`config.mk`:
```
export PLATFORM = sky130hd
export DESIGN_NAME = wb_arbiter
export DESIGN_NICKNAME = d
export VERILOG_FILES = /design/src/rtl/wb_pkg.sv /design/src/rtl/wb_arb_picker.sv /design/src/rtl/wb_arbiter.sv
export SDC_FILE = /design/constraint.sdc
export NUM_CORES = 1
export LEC_CHECK = 0
export BUFFER_PORTS_ARGS = -buffer_cell sky130_fd_sc_hd__buf_2
export CAP_MARGIN = 10
export CORE_AREA = 2 2 111 113
export CTS_BUF_LIST = sky130_fd_sc_hd__clkbuf_4 sky130_fd_sc_hd__clkbuf_8 sky130_fd_sc_hd__clkbuf_16
export CTS_CLUSTER_DIAMETER = 100
export DETAILED_ROUTE_END_ITERATION = 10
export DIE_AREA = 0 0 113 115
export PLACE_DENSITY_LB_ADDON = 0.25
export SYNTH_ARGS = -nofsm -noshare
export SYNTH_HDL_FRONTEND = slang
export SYNTH_HIERARCHICAL = 1
export SYNTH_SLANG_ARGS = --single-unit
```
`constraint.sdc`:
```
create_clock -name clk_i -period 7.1 [get_ports clk_i]
set_clock_uncertainty 0.05 [all_clocks]
set_input_delay 1.42 -clock clk_i [delete_from_list [all_inputs] [get_ports clk_i]]
set_output_delay 1.42 -clock clk_i [all_outputs]
set_load 0.05 [all_outputs]
```
`src/rtl/wb_pkg.sv`:
```
// Shared types and width helpers for the Wishbone arbiter.
package wb_pkg;

    typedef enum logic {
        IDLE  = 1'b0,
        OWNED = 1'b1
    } wb_arb_state_e;

    // Index width for n masters; never narrower than one bit.
    function automatic int grant_w(input int n);
        return (n > 1) ? $clog2(n) : 1;
    endfunction

    // Counter width able to hold the values 0..n inclusive.
    function automatic int count_w(input int n);
        return $clog2(n + 1);
    endfunction

endpackage

```
`src/rtl/wb_arb_picker.sv`:
```
// Combinational winner picker. WB_ARB_ROUND_ROBIN_EN selects round-robin
// search from ptr+1; otherwise the lowest requesting index wins.
module wb_arb_picker #(
    parameter int N  = 2,
    parameter int GW = 1
) (
    input  logic [N-1:0]  req,
    input  logic [GW-1:0] ptr,
    output logic [N-1:0]  onehot,
    output logic [GW-1:0] idx,
    output logic          valid
);

    assign valid  = |req;
    assign onehot = valid ? (N'(1) << idx) : '0;

`ifdef WB_ARB_ROUND_ROBIN_EN
    logic found;

    always_comb begin
        idx   = '0;
        found = 1'b0;
        for (int k = 1; k <= N; k++) begin
            if (!found && req[(int'(ptr) + k) % N]) begin
                found = 1'b1;
                idx   = GW'((int'(ptr) + k) % N);
            end
        end
    end
`else
    logic unused_ptr;
    assign unused_ptr = ^ptr;

    always_comb begin
        idx = '0;
        for (int k = N - 1; k >= 0; k--) begin
            if (req[k]) begin
                idx = GW'(k);
            end
        end
    end
`endif

endmodule

```
`src/rtl/wb_arbiter.sv`:
```
// Pipelined Wishbone B4 N:1 arbiter with bounded outstanding transfers.
// Define WB_ARB_ROUND_ROBIN_EN for round-robin arbitration (fixed priority otherwise).
module wb_arbiter
    import wb_pkg::*;
#(
    parameter int NUM_MASTERS     = 2,
    parameter int ADDR_W          = 32,
    parameter int DATA_W          = 32,
    parameter int MAX_OUTSTANDING = 4
) (
    input  logic                                 clk_i,
    input  logic                                 rst_i,
    input  logic [NUM_MASTERS-1:0]               m_cyc_i,
    input  logic [NUM_MASTERS-1:0]               m_stb_i,
    input  logic [NUM_MASTERS-1:0]               m_we_i,
    input  logic [NUM_MASTERS-1:0][ADDR_W-1:0]   m_adr_i,
    input  logic [NUM_MASTERS-1:0][DATA_W/8-1:0] m_sel_i,
    input  logic [NUM_MASTERS-1:0][DATA_W-1:0]   m_dat_i,
    output logic [NUM_MASTERS-1:0]               m_stall_o,
    output logic [NUM_MASTERS-1:0]               m_ack_o,
    output logic [NUM_MASTERS-1:0]               m_err_o,
    output logic [DATA_W-1:0]                    m_dat_o,
    output logic                                 s_cyc_o,
    output logic                                 s_stb_o,
    output logic                                 s_we_o,
    output logic [ADDR_W-1:0]                    s_adr_o,
    output logic [DATA_W/8-1:0]                  s_sel_o,
    output logic [DATA_W-1:0]                    s_dat_o,
    input  logic                                 s_stall_i,
    input  logic                                 s_ack_i,
    input  logic                                 s_err_i,
    input  logic [DATA_W-1:0]                    s_dat_i
);

    localparam int GW = grant_w(NUM_MASTERS);
    localparam int CW = count_w(MAX_OUTSTANDING);

    wb_arb_state_e          state_reg;
    logic [GW-1:0]          grant_reg;
    logic [CW-1:0]          count_reg;
    logic [GW-1:0]          pick_ptr;
    logic [GW-1:0]          pick_idx;
    logic [NUM_MASTERS-1:0] unused_pick_onehot;
    logic                   pick_valid;

    logic owned;
    logic owner_cyc;
    logic resp;
    logic full;
    logic accept;

`ifdef WB_ARB_ROUND_ROBIN_EN
    logic [GW-1:0] rr_ptr_reg;
    assign pick_ptr = rr_ptr_reg;
`else
    assign pick_ptr = '0;
`endif

    wb_arb_picker #(
        .N  (NUM_MASTERS),
        .GW (GW)
    ) u_picker (
        .req    (m_cyc_i),
        .ptr    (pick_ptr),
        .onehot (unused_pick_onehot),
        .idx    (pick_idx),
        .valid  (pick_valid)
    );

    assign owned     = (state_reg == OWNED);
    assign owner_cyc = m_cyc_i[grant_reg];
    assign resp      = s_ack_i || s_err_i;
    // A response at the limit frees its slot for a new strobe in the same cycle.
    assign full      = (count_reg == CW'(MAX_OUTSTANDING)) && !resp;

    assign s_cyc_o = owned && owner_cyc;
    assign s_stb_o = owned && owner_cyc && m_stb_i[grant_reg] && !full;
    assign s_we_o  = m_we_i[grant_reg];
    assign s_adr_o = m_adr_i[grant_reg];
    assign s_sel_o = m_sel_i[grant_reg];
    assign s_dat_o = m_dat_i[grant_reg];
    assign m_dat_o = s_dat_i;
    assign accept  = s_stb_o && !s_stall_i;

    generate
        for (genvar gi = 0; gi < NUM_MASTERS; gi++) begin : g_master
            logic is_owner;
            assign is_owner      = owned && (grant_reg == GW'(gi));
            assign m_stall_o[gi] = is_owner ? (s_stall_i || full) : 1'b1;
            assign m_ack_o[gi]   = is_owner && s_ack_i;
            assign m_err_o[gi]   = is_owner && s_err_i;
        end
    endgenerate

    always_ff @(posedge clk_i or posedge rst_i) begin
        if (rst_i) begin
            state_reg  <= IDLE;
            grant_reg  <= '0;
            count_reg  <= '0;
`ifdef WB_ARB_ROUND_ROBIN_EN
            rr_ptr_reg <= GW'(NUM_MASTERS - 1);
`endif
        end else begin
            case (state_reg)
                IDLE: begin
                    if (pick_valid) begin
                        grant_reg  <= pick_idx;
                        state_reg  <= OWNED;
`ifdef WB_ARB_ROUND_ROBIN_EN
                        rr_ptr_reg <= pick_idx;
`endif
                    end
                end
                OWNED: begin
                    // Releasing abandons any transfers still in flight.
                    if (!owner_cyc) begin
                        state_reg <= IDLE;
                        count_reg <= '0;
                    end else if (accept && !resp) begin
                        count_reg <= count_reg + CW'(1);
                    end else if (!accept && resp && (count_reg != '0)) begin
                        count_reg <= count_reg - CW'(1);
                    end
                end
                default: state_reg <= IDLE;
            endcase
        end
    end

endmodule

```
==> impl_results.md, run 1 <==
* Post-Syn Instances at 158
* Post-synthesis net count at 338
* N_diodes at 0
* Switching pwr at 0.689 mW
* CP delay by family, top: flip-flops
* Post-CTS setup buffers at 0
* Critical path launch point type: flop
* GR peak layer: met2
* Detailed Route Iter0 Violations at 38
* Worst hold path type: flop to flop
* Cts repair resizes at 0
* Hold_buf cts at 0
* Num rows at 40
* Slowest CP cell: dfrtp_2
* First-pass GRT wire length at 8280 µm
* Arr. time, crit path at 2.51 ns
* Most frequent cells in the layout: buf_2 (223), mux2_2 (71), inv_1 (5), nor2_1 (5), dfrtp_1 (4)
* WL/cell at 12.7 µm
* Antenna Nets Post-Route at 0
* Pre-Repair DR Iteration Count at 7
* Pwr dens at 424 nW/µm²
* Largest net degree at the start of global routing at 42
* Final Hold Viols at 0
* Worst path cell trace: buf_4 -> mux2_2 -> nand2_1 -> inv_1 -> buf_2
* Final Util at 0.219
* Placed cells at 489
* TritonCTS Buffers at 3
* Via count at 1868
* Synth Warn # at 6
* Initial core utilization at 0.125
* Routability cong. at 0.778
* Vias in the first global route at 1620
* Slowest stage delay, CP at 0.84 ns
* Worst vdd ir at 0.192 mV
* Buf/Inv on CP at 3
* CTS max path bufs at 2
* Final Slew Violations at 0
* CTS tree: done
* Filler Cells Inserted at 1338
* Root Buffer: clkbuf_16
* Leak at 1.40 nW
* WHS at 0.516 ns
* Initial antenna violation count at 0
* Number of port buffers at 223
* Crit path kind: flop to output pin
* Failing checks: DRC
* Sw frac at 0.627
* Nature of the critical path endpoint: output pin
* Grt met3 use at 0.0158
* Status: finished, violations left
* Global-route usage over all layers at 0.0810
* Grt ovf at 0
* Final setup violation count at 0
* CTS H-tree depth at 1
* Tmin final at 3.98 ns
* Die H at 115 µm
* Reg power frac at 0.081
* Final wirelength at 6260 µm
* Vias per cell at 3.79
* Met2 Usage GRT at 0.131
* Highest Clock Rate at 0.251 GHz
* Slew @ Worst Pin at 0.767 ns
* Core Area at 11800 µm²
* Mean Syn Cell Area at 9.32 µm²
* Dpl hpwl at 5610 µm
* Multi-input gate area at 1050 µm²
* Combinational fraction of design power at 0.832
* Die area at 13000 µm²
* Register area at 126 µm²
* Area Overhead vs Synth at 75.7%
* CTS Sinks at 5
* Max-slew headroom at the worst pin at 0.489
* Largest register FFs at 3
* Crit Path Max Fanout at 41
* Residual DRC count at 16
* Nets at 527
* Ports at 288
* Layout cells sized above 1 at 0.879
* CP Data Required Time at 5.63 ns
* Chip Width at 113 µm
* Pint at 0.410 mW
* Mapped cell area at 1470 µm²
* Period utilisation layout at 0.560
* Worst-skew pair later-pin latency at 0.23 ns
* Max Cap Viol at 0
* TNS Setup at 0 ns
* Clock group share of total power at 0.087
* RSZ-0062 raised after global routing: no
* Most common cell after layout, fill and taps aside: buf_2
* Met1 Usage GRT at 0.105
* Post-Layout Cell Count at 493
* Reg clk slew, reported paths at 0.03 ns
-- power groups by stage --
stage / Combinational, mW / Sequential (mW) / Clock, mW
finish: 0.914 / 0.0885 / 0.0958
global route: 0.953 / 0.0953 / 0.0992
CTS: 0.926 / 0.0897 / 0.0973
detailed placement: 0.923 / 0.0899 / 0
global placement: 0.922 / 0.0885 / 0
floorplan: 0.810 / 0.0512 / 0
-- layer usage --
layer / routed length [µm] / vias to the layer above
li1: - / 907
met1: 2450 / 813
met2: 2980 / 134
met3: 691 / 14
met4: 143 / 0
met5: 0 / -
-- area by class of cell --
class	instances	area share
Timing Repair Buffer	224	0.434
Sequential cell	5	0.0488
Tap cell	147	0.0711
Clock buffer	4	0.0319
Multi-Input combinational cell	108	0.407
Inverter	5	0.00725
-- stage by stage --
step	power [mW]	setup slack, ns	area [µm²]
2_1_floorplan	0.861	3.29	1470
3_3_place_gp	1.01	3.36	2500
3_5_place_dp	1.01	3.31	2500
4_1_cts	1.11	3.07	2590
5_1_grt	1.15	2.93	2590
6_report	1.10	3.12	2590
-- worst min-delay path: stages (launching register included) --
cell,delay [ns]
dfrtp_1,0.40
nand2b_1,0.07
nand3_1,0.06
-- worst paths after layout --
check                             start           end  slack, ns  cells past startpoint
min                        count_reg[2]  count_reg[2]       0.52                      2
min in group asynchronous         rst_i  count_reg[0]       1.05                      2
max reg2reg                   grant_reg  count_reg[2]       3.79                      8
max                           grant_reg       s_cyc_o       3.12                      5
min reg2reg                count_reg[2]  count_reg[2]       0.52                      2
max in group asynchronous         rst_i     grant_reg       5.75                      2
No activity file was read; power rests on OpenSTA's default activity.
==> run 2: changes to the inputs <==
==> constraint.sdc (replaced) <==
create_clock -name clk_i -period 3.9 [get_ports clk_i]
set_clock_uncertainty 0.05 [all_clocks]
set_input_delay 0.78 -clock clk_i [delete_from_list [all_inputs] [get_ports clk_i]]
set_output_delay 0.78 -clock clk_i [all_outputs]
set_load 0.05 [all_outputs]
==> run 2 against run 1 <==
The flow still finishes with violations (DRC). Sequential share of layout area is essentially flat. Wire length grew 0.53%. Combinational power grew 84%. Setup slack lost 2.0 ns. Total power grew 83%. Worst hold slack lost 0.12 ns. Via count grew 1.4%. Final cell count grew 0.20%. Global-route usage grew 0.43 points. Clock power grew 82%. Highest routed layer unchanged.
==> impl_results.md, run 2 (synthesized netlist as in run 1, its figures left out) <==
* Max-slew headroom at the worst pin at 0.515 (was 0.489)
* Critical path launch point type: flop (unchanged)
* Initial core utilization at 0.125 (unchanged)
* Pre-Repair DR Iteration Count at 7 (unchanged)
* Nets at 527 (unchanged)
* Design area at 2600 µm² (was 2590 µm²)
* Status: finished, violations left (unchanged)
* Setup slack, reg-to-reg at 1.24 ns (was 3.79 ns)
* CP Data Required Time at 3.07 ns (was 5.63 ns)
* Crit Path Max Fanout at 45 (was 41)
* Most frequent cells in the layout: buf_2 (223), mux2_2 (71), inv_1 (5), nor2_1 (5), dfrtp_1 (4) (unchanged)
* WL/cell at 12.7 µm (about the same)
* Routability cong. at 0.678 (was 0.778)
* Via count at 1894 (was 1868)
* TNS Setup at 0 ns (unchanged)
* Antenna Nets Post-Route at 0 (unchanged)
* Final wirelength at 6290 µm (was 6260 µm)
* Final Hold Viols at 0 (unchanged)
* Filler Cells Inserted at 1345 (was 1338)
* R2r worst-path depth at 7 (was 8)
* Largest net degree at the start of global routing at 46 (was 42)
* CTS Sinks at 5 (unchanged)
* Layout cells sized above 1 at 0.879 (unchanged)
* Core Area at 11800 µm² (unchanged)
* Residual DRC count at 32 (was 16)
* Placed inst area at 2520 µm² (was 2500 µm²)
* Tmin final at 2.81 ns
* Slew @ Worst Pin at 0.728 ns (was 0.767 ns)
* Arr. time, crit path at 1.98 ns (was 2.51 ns)
* TritonCTS Buffers at 3 (unchanged)
* Reg2reg end: count_reg[2] (unchanged)
* Period utilisation layout at 0.721
* Failing checks: DRC (unchanged)
* Cts repair resizes at 0 (unchanged)
* Vias per cell at 3.83 (was 3.79)
* Leak at 1.40 nW (about the same)
* Highest Clock Rate at 0.356 GHz
* RSZ-0062 raised after global routing: no (unchanged)
* Crit path to: s_dat_o[24] (was s_cyc_o)
* Largest register FFs at 3 (unchanged)
* Max Cap Viol at 0 (unchanged)
* Chip Width at 113 µm (unchanged)
* Die area at 13000 µm² (unchanged)
* Origin of the critical flop-to-flop path: grant_reg (unchanged)
* Hold_buf cts at 0 (unchanged)
* Detailed Route Iter0 Violations at 37 (was 38)
* Final setup violation count at 0 (unchanged)
* Most common cell after layout, fill and taps aside: buf_2 (unchanged)
* Die H at 115 µm (unchanged)
* Vias in the first global route at 1767 (was 1620)
* Area Overhead vs Synth at 76.7% (was 75.7%)
* Crit. Startpoint: grant_reg (unchanged)
* CTS tree: done (unchanged)
* CTS H-tree depth at 1 (unchanged)
* Nature of the critical path endpoint: output pin (unchanged)
* Pwr dens at 773 nW/µm² (was 424 nW/µm²)
* Num rows at 40 (unchanged)
* First-pass GRT wire length at 8790 µm (was 8280 µm)
* Crit path kind: flop to output pin (unchanged)
* Final Slew Violations at 0 (unchanged)
* Grt ovf at 0 (unchanged)
* CTS max path bufs at 2 (unchanged)
* Root Buffer: clkbuf_16 (unchanged)
* Reg clk slew, reported paths at 0.03 ns (about the same)
* Post-CTS setup buffers at 0 (unchanged)
* Worst-skew pair later-pin latency at 0.23 ns (about the same)
* Worst hold path type: input port to async pin (was flop to flop)
* Number of port buffers at 223 (unchanged)
* Ports at 288 (unchanged)
* Worst vdd ir at 0.321 mV (was 0.192 mV)
* Global-route usage over all layers at 0.0853 (was 0.0810)
* Final Util at 0.220 (was 0.219)
* Dpl hpwl at 5630 µm (was 5610 µm)
* Initial antenna violation count at 0 (unchanged)
[run 2: layer usage]
layer  routed length [µm]  track usage
met1                 2360        0.103
met2                 3050        0.147
met3                  734       0.0200
met4                  149       0.0325
met5                    0            0
[run 2: worst min path at each step]
stage | cells past startpoint | start | slack (ns) | end
after floorplan | 1 | count_reg[1] | 0.44 | count_reg[1]
after global placement | 1 | count_reg[1] | 0.49 | count_reg[1]
after detailed placement | 1 | count_reg[1] | 0.50 | count_reg[1]
after CTS | 2 | rst_i | 0.41 | count_reg[1]
after global routing | 2 | rst_i | 0.42 | count_reg[0]
final | 2 | rst_i | 0.40 | count_reg[0]
[run 2: cell type report]
cell class	count	area (µm²)	share of cell area
Tap cell	147	184	0.0707
Clock buffer	4	82.6	0.0317
Sequential cell	5	126	0.0486
Multi-Input combinational cell	108	1050	0.404
Antenna cell	1	2.50	0.000962
Timing Repair Buffer	224	1140	0.437
Inverter	5	18.8	0.00721
[run 2: per-stage QoR]
| stage | total power [mW] | setup WS (ns) | std cells | hold slack [ns] |
|---|---|---|---|---|
| 6_report | 2.01 | 1.09 | 494 | 0.399 |
| 5_1_grt | 2.12 | 0.943 | 493 | 0.419 |
| 4_1_cts | 2.04 | 1.00 | 493 | 0.407 |
| 3_5_place_dp | 1.85 | 1.20 | 489 | 0.501 |
| 3_3_place_gp | 1.85 | 1.23 | 489 | 0.489 |
| 2_1_floorplan | 1.57 | 1.37 | 158 | 0.438 |
[run 2: critical path, cell delays in order, from the launching register on]
cell     delay [ns]
dfrtp_2        0.83
buf_12         0.32
mux2_2         0.37
buf_2          0.22
[run 2: power by group]
group          internal [mW]  switching, mW  total, mW
sequential            0.0728         0.0833      0.156
combinational          0.543           1.14       1.68
clock                  0.142         0.0319      0.174
total                  0.758           1.25       2.01
==> run 3: changes to the inputs <==
--- a/config.mk
+++ b/config.mk
@@ -5,13 +5,14 @@
 export SDC_FILE = /design/constraint.sdc
 export NUM_CORES = 1
 export LEC_CHECK = 0
+export ABC_AREA = 1
 export BUFFER_PORTS_ARGS = -buffer_cell sky130_fd_sc_hd__buf_2
 export CAP_MARGIN = 10
-export CORE_AREA = 2 2 111 113
+export CORE_AREA = 2 2 112 114
 export CTS_BUF_LIST = sky130_fd_sc_hd__clkbuf_4 sky130_fd_sc_hd__clkbuf_8 sky130_fd_sc_hd__clkbuf_16
 export CTS_CLUSTER_DIAMETER = 100
 export DETAILED_ROUTE_END_ITERATION = 10
-export DIE_AREA = 0 0 113 115
+export DIE_AREA = 0 0 114 116
 export PLACE_DENSITY_LB_ADDON = 0.25
 export SYNTH_ARGS = -nofsm -noshare
 export SYNTH_HDL_FRONTEND = slang
==> constraint.sdc (replaced) <==
create_clock -name clk_i -period 2.9 [get_ports clk_i]
set_clock_uncertainty 0.05 [all_clocks]
set_input_delay 0.58 -clock clk_i [delete_from_list [all_inputs] [get_ports clk_i]]
set_output_delay 0.58 -clock clk_i [all_outputs]
set_load 0.05 [all_outputs]
==> run 3 against run 2 <==
The flow now finishes without violations. Count of clock-buffer cells in the layout is the same. Final area rose by 2.1%. Wire length grew 5.9%. Non-clock buffer count is 3 higher. Register-to-register slack worse by 0.35 ns. Via count grew 29%. First-iteration DRC count grew 130%. Critical path type unchanged. Largest cell class unchanged. Largest power group unchanged.
==> impl_results.md, run 3 <==
* Highest routed layer: met4 (unchanged)
* Crit Path Max Fanout at 39 (was 45)
* Number of port buffers at 223 (unchanged)
* Initial antenna violation count at 0 (unchanged)
* Leak at 1.85 nW (was 1.40 nW)
* Worst path cell trace: inv_2 -> buf_4 -> nand2_1 -> nor2_1 -> buf_2 (was buf_12 -> mux2_2 -> buf_2)
* CTS H-tree depth at 1 (unchanged)
* CTS Sinks at 5 (unchanged)
* Worst slack, placed at 0.544 ns (was 1.20 ns)
* Multi-input gate area at 1040 µm² (was 1050 µm²)
* Vias per cell at 3.73 (was 3.83)
* Most frequent cells in the layout: nand2_1 (224), buf_2 (223), inv_1 (16) (was buf_2 (223), mux2_2 (71), inv_1 (5), nor2_1 (5), dfrtp_1 (4))
* First-pass GRT wire length at 9180 µm (was 8790 µm)
* Highest Clock Rate at 0.434 GHz
* Mapped cell area at 1550 µm² (was 1470 µm²)
* Synth Warn # at 6 (unchanged)
* CTS tree: done (unchanged)
* Final Util at 0.223 (was 0.220)
* Filler Cells Inserted at 1398 (was 1345)
* Pint at 0.975 mW (was 0.758 mW)
* Die H at 116 µm (was 115 µm)
* RSZ-0062 raised after global routing: no (unchanged)
* Final wirelength at 6660 µm (was 6290 µm)
* Worst-skew pair later-pin latency at 0.23 ns (about the same)
* Worst vdd ir at 0.424 mV (was 0.321 mV)
* Clock group share of total power at 0.066 (was 0.087)
* Reg power frac at 0.047 (was 0.078)
* CP delay by family, top: buffers and inverters (was flip-flops)
* Area Overhead vs Synth at 71.8% (was 76.7%)
* Status: completed (was finished, violations left)
* Register area at 126 µm² (unchanged)
* Worst hold path type: input port to async pin (unchanged)
* Met1 wire length at 2600 µm (was 2360 µm)
* Grt ovf at 0 (unchanged)
* Tmin final at 2.30 ns
* Residual DRC count at 0 (was 32)
* Power Total at 3.57 mW (was 2.01 mW)
* Design area at 2660 µm² (was 2600 µm²)
* Via count at 2451 (was 1894)
* Slowest stage delay, CP at 0.47 ns (was 0.83 ns)
* Cts repair resizes at 0 (unchanged)
* Post-synthesis net count at 506 (was 338)
* Mean Syn Cell Area at 4.74 µm² (was 9.32 µm²)
* Switching pwr at 2.60 mW (was 1.25 mW)
* Post-Syn Instances at 326 (was 158)
* Post-CTS setup buffers at 0 (unchanged)
* Num rows at 40 (unchanged)
* Dpl hpwl at 5730 µm (was 5630 µm)
* CTS max path bufs at 2 (unchanged)
* Final Hold Viols at 0 (unchanged)
* Die area at 13200 µm² (was 13000 µm²)
* Nature of the critical path endpoint: output pin (unchanged)
* Combinational fraction of design power at 0.887 (was 0.836)
* Antenna Nets Post-Route at 0 (unchanged)
* Arr. time, crit path at 1.67 ns (was 1.98 ns)
* Largest net degree at the start of global routing at 40 (was 46)
* DR WL met2 at 3330 µm (was 3050 µm)
* Period utilisation layout at 0.795
* Buf/Inv on CP at 3 (was 2)
* N_diodes at 0 (was 1)
* Chip Width at 114 µm (was 113 µm)
* Critical path launch point type: flop (unchanged)
* Final setup violation count at 0 (unchanged)
* Max Cap Viol at 0 (unchanged)
* Slew @ Worst Pin at 0.392 ns (was 0.728 ns)
* Placed inst area at 2570 µm² (was 2520 µm²)
* Vias in the first global route at 2045 (was 1767)
* Pwr dens at 1340 nW/µm² (was 773 nW/µm²)
* Root Buffer: clkbuf_16 (unchanged)
* Reg clk slew, reported paths at 0.03 ns (about the same)
* Slowest CP cell: dfrtp_2 (unchanged)
* Global-route usage over all layers at 0.0847 (was 0.0853)
* Layout cells sized above 1 at 0.482 (was 0.879)
* Ports at 288 (unchanged)
* WL met3 at 657 µm (was 734 µm)
* Core Area at 11900 µm² (was 11800 µm²)
* Initial core utilization at 0.130 (was 0.125)
* WL/cell at 10.1 µm (was 12.7 µm)
* Max-slew headroom at the worst pin at 0.738 (was 0.515)
* Final Slew Violations at 0 (unchanged)
* Largest register FFs at 3 (unchanged)
* CP Data Required Time at 2.27 ns (was 3.07 ns)
* Hold_buf cts at 0 (unchanged)
* Sw frac at 0.727 (was 0.623)
* Crit path kind: flop to output pin (unchanged)
* Most common cell after layout, fill and taps aside: nand2_1 (was buf_2)
* Setup ws final at 0.596 ns (was 1.09 ns)
* Nets at 691 (was 527)
* TritonCTS Buffers at 3 (unchanged)
* Pre-Repair DR Iteration Count at 4 (was 7)
* TNS Setup at 0 ns (unchanged)
* Detailed Route Iter0 Violations at 85 (was 37)
* Routability cong. at 0.722 (was 0.678)
run 3: metrics by stage:
stage	std cells	hold WS, ns
after floorplan	326	0.309
after global placement	653	0.442
after detailed placement	653	0.440
after CTS	657	0.206
after global routing	657	0.221
final	657	0.199
run 3: path summary, 6_finish.rpt:
kind / startpoint / end / slack, ns / cells after the start
setup / recovery: grant_reg / m_ack_o[0] / 0.60 / 5
hold / removal: rst_i / owned / 0.20 / 2
setup reg to reg: count_reg[1] / count_reg[2] / 0.89 / 13
hold reg to reg: count_reg[0] / count_reg[0] / 0.46 / 2
max in group asynchronous: rst_i / grant_reg / 2.41 / 2
min in group clk_i: count_reg[0] / count_reg[0] / 0.46 / 2
run 3: power by group through the flow:
stage | combinational [mW] | sequential, mW | clock [mW]
final | 3.17 | 0.169 | 0.236
after global routing | 3.40 | 0.175 | 0.248
after CTS | 3.20 | 0.169 | 0.240
after detailed placement | 3.19 | 0.167 | 0
after global placement | 3.18 | 0.167 | 0
after floorplan | 2.61 | 0.137 | 0
run 3: final cells by class:
class	instances	area share
Tap cell	147	0.0692
Inverter	20	0.0283
Sequential cell	5	0.0476
Clock buffer	4	0.0311
Multi-Input combinational cell	254	0.392
Timing Repair Buffer	227	0.431
run 3: per-layer routing:
metal / track usage / vias up
met5: 0 / -
met4: 0.0236 / 0
met3: 0.0167 / 10
met2: 0.156 / 156
met1: 0.0995 / 990
li1: - / 1295
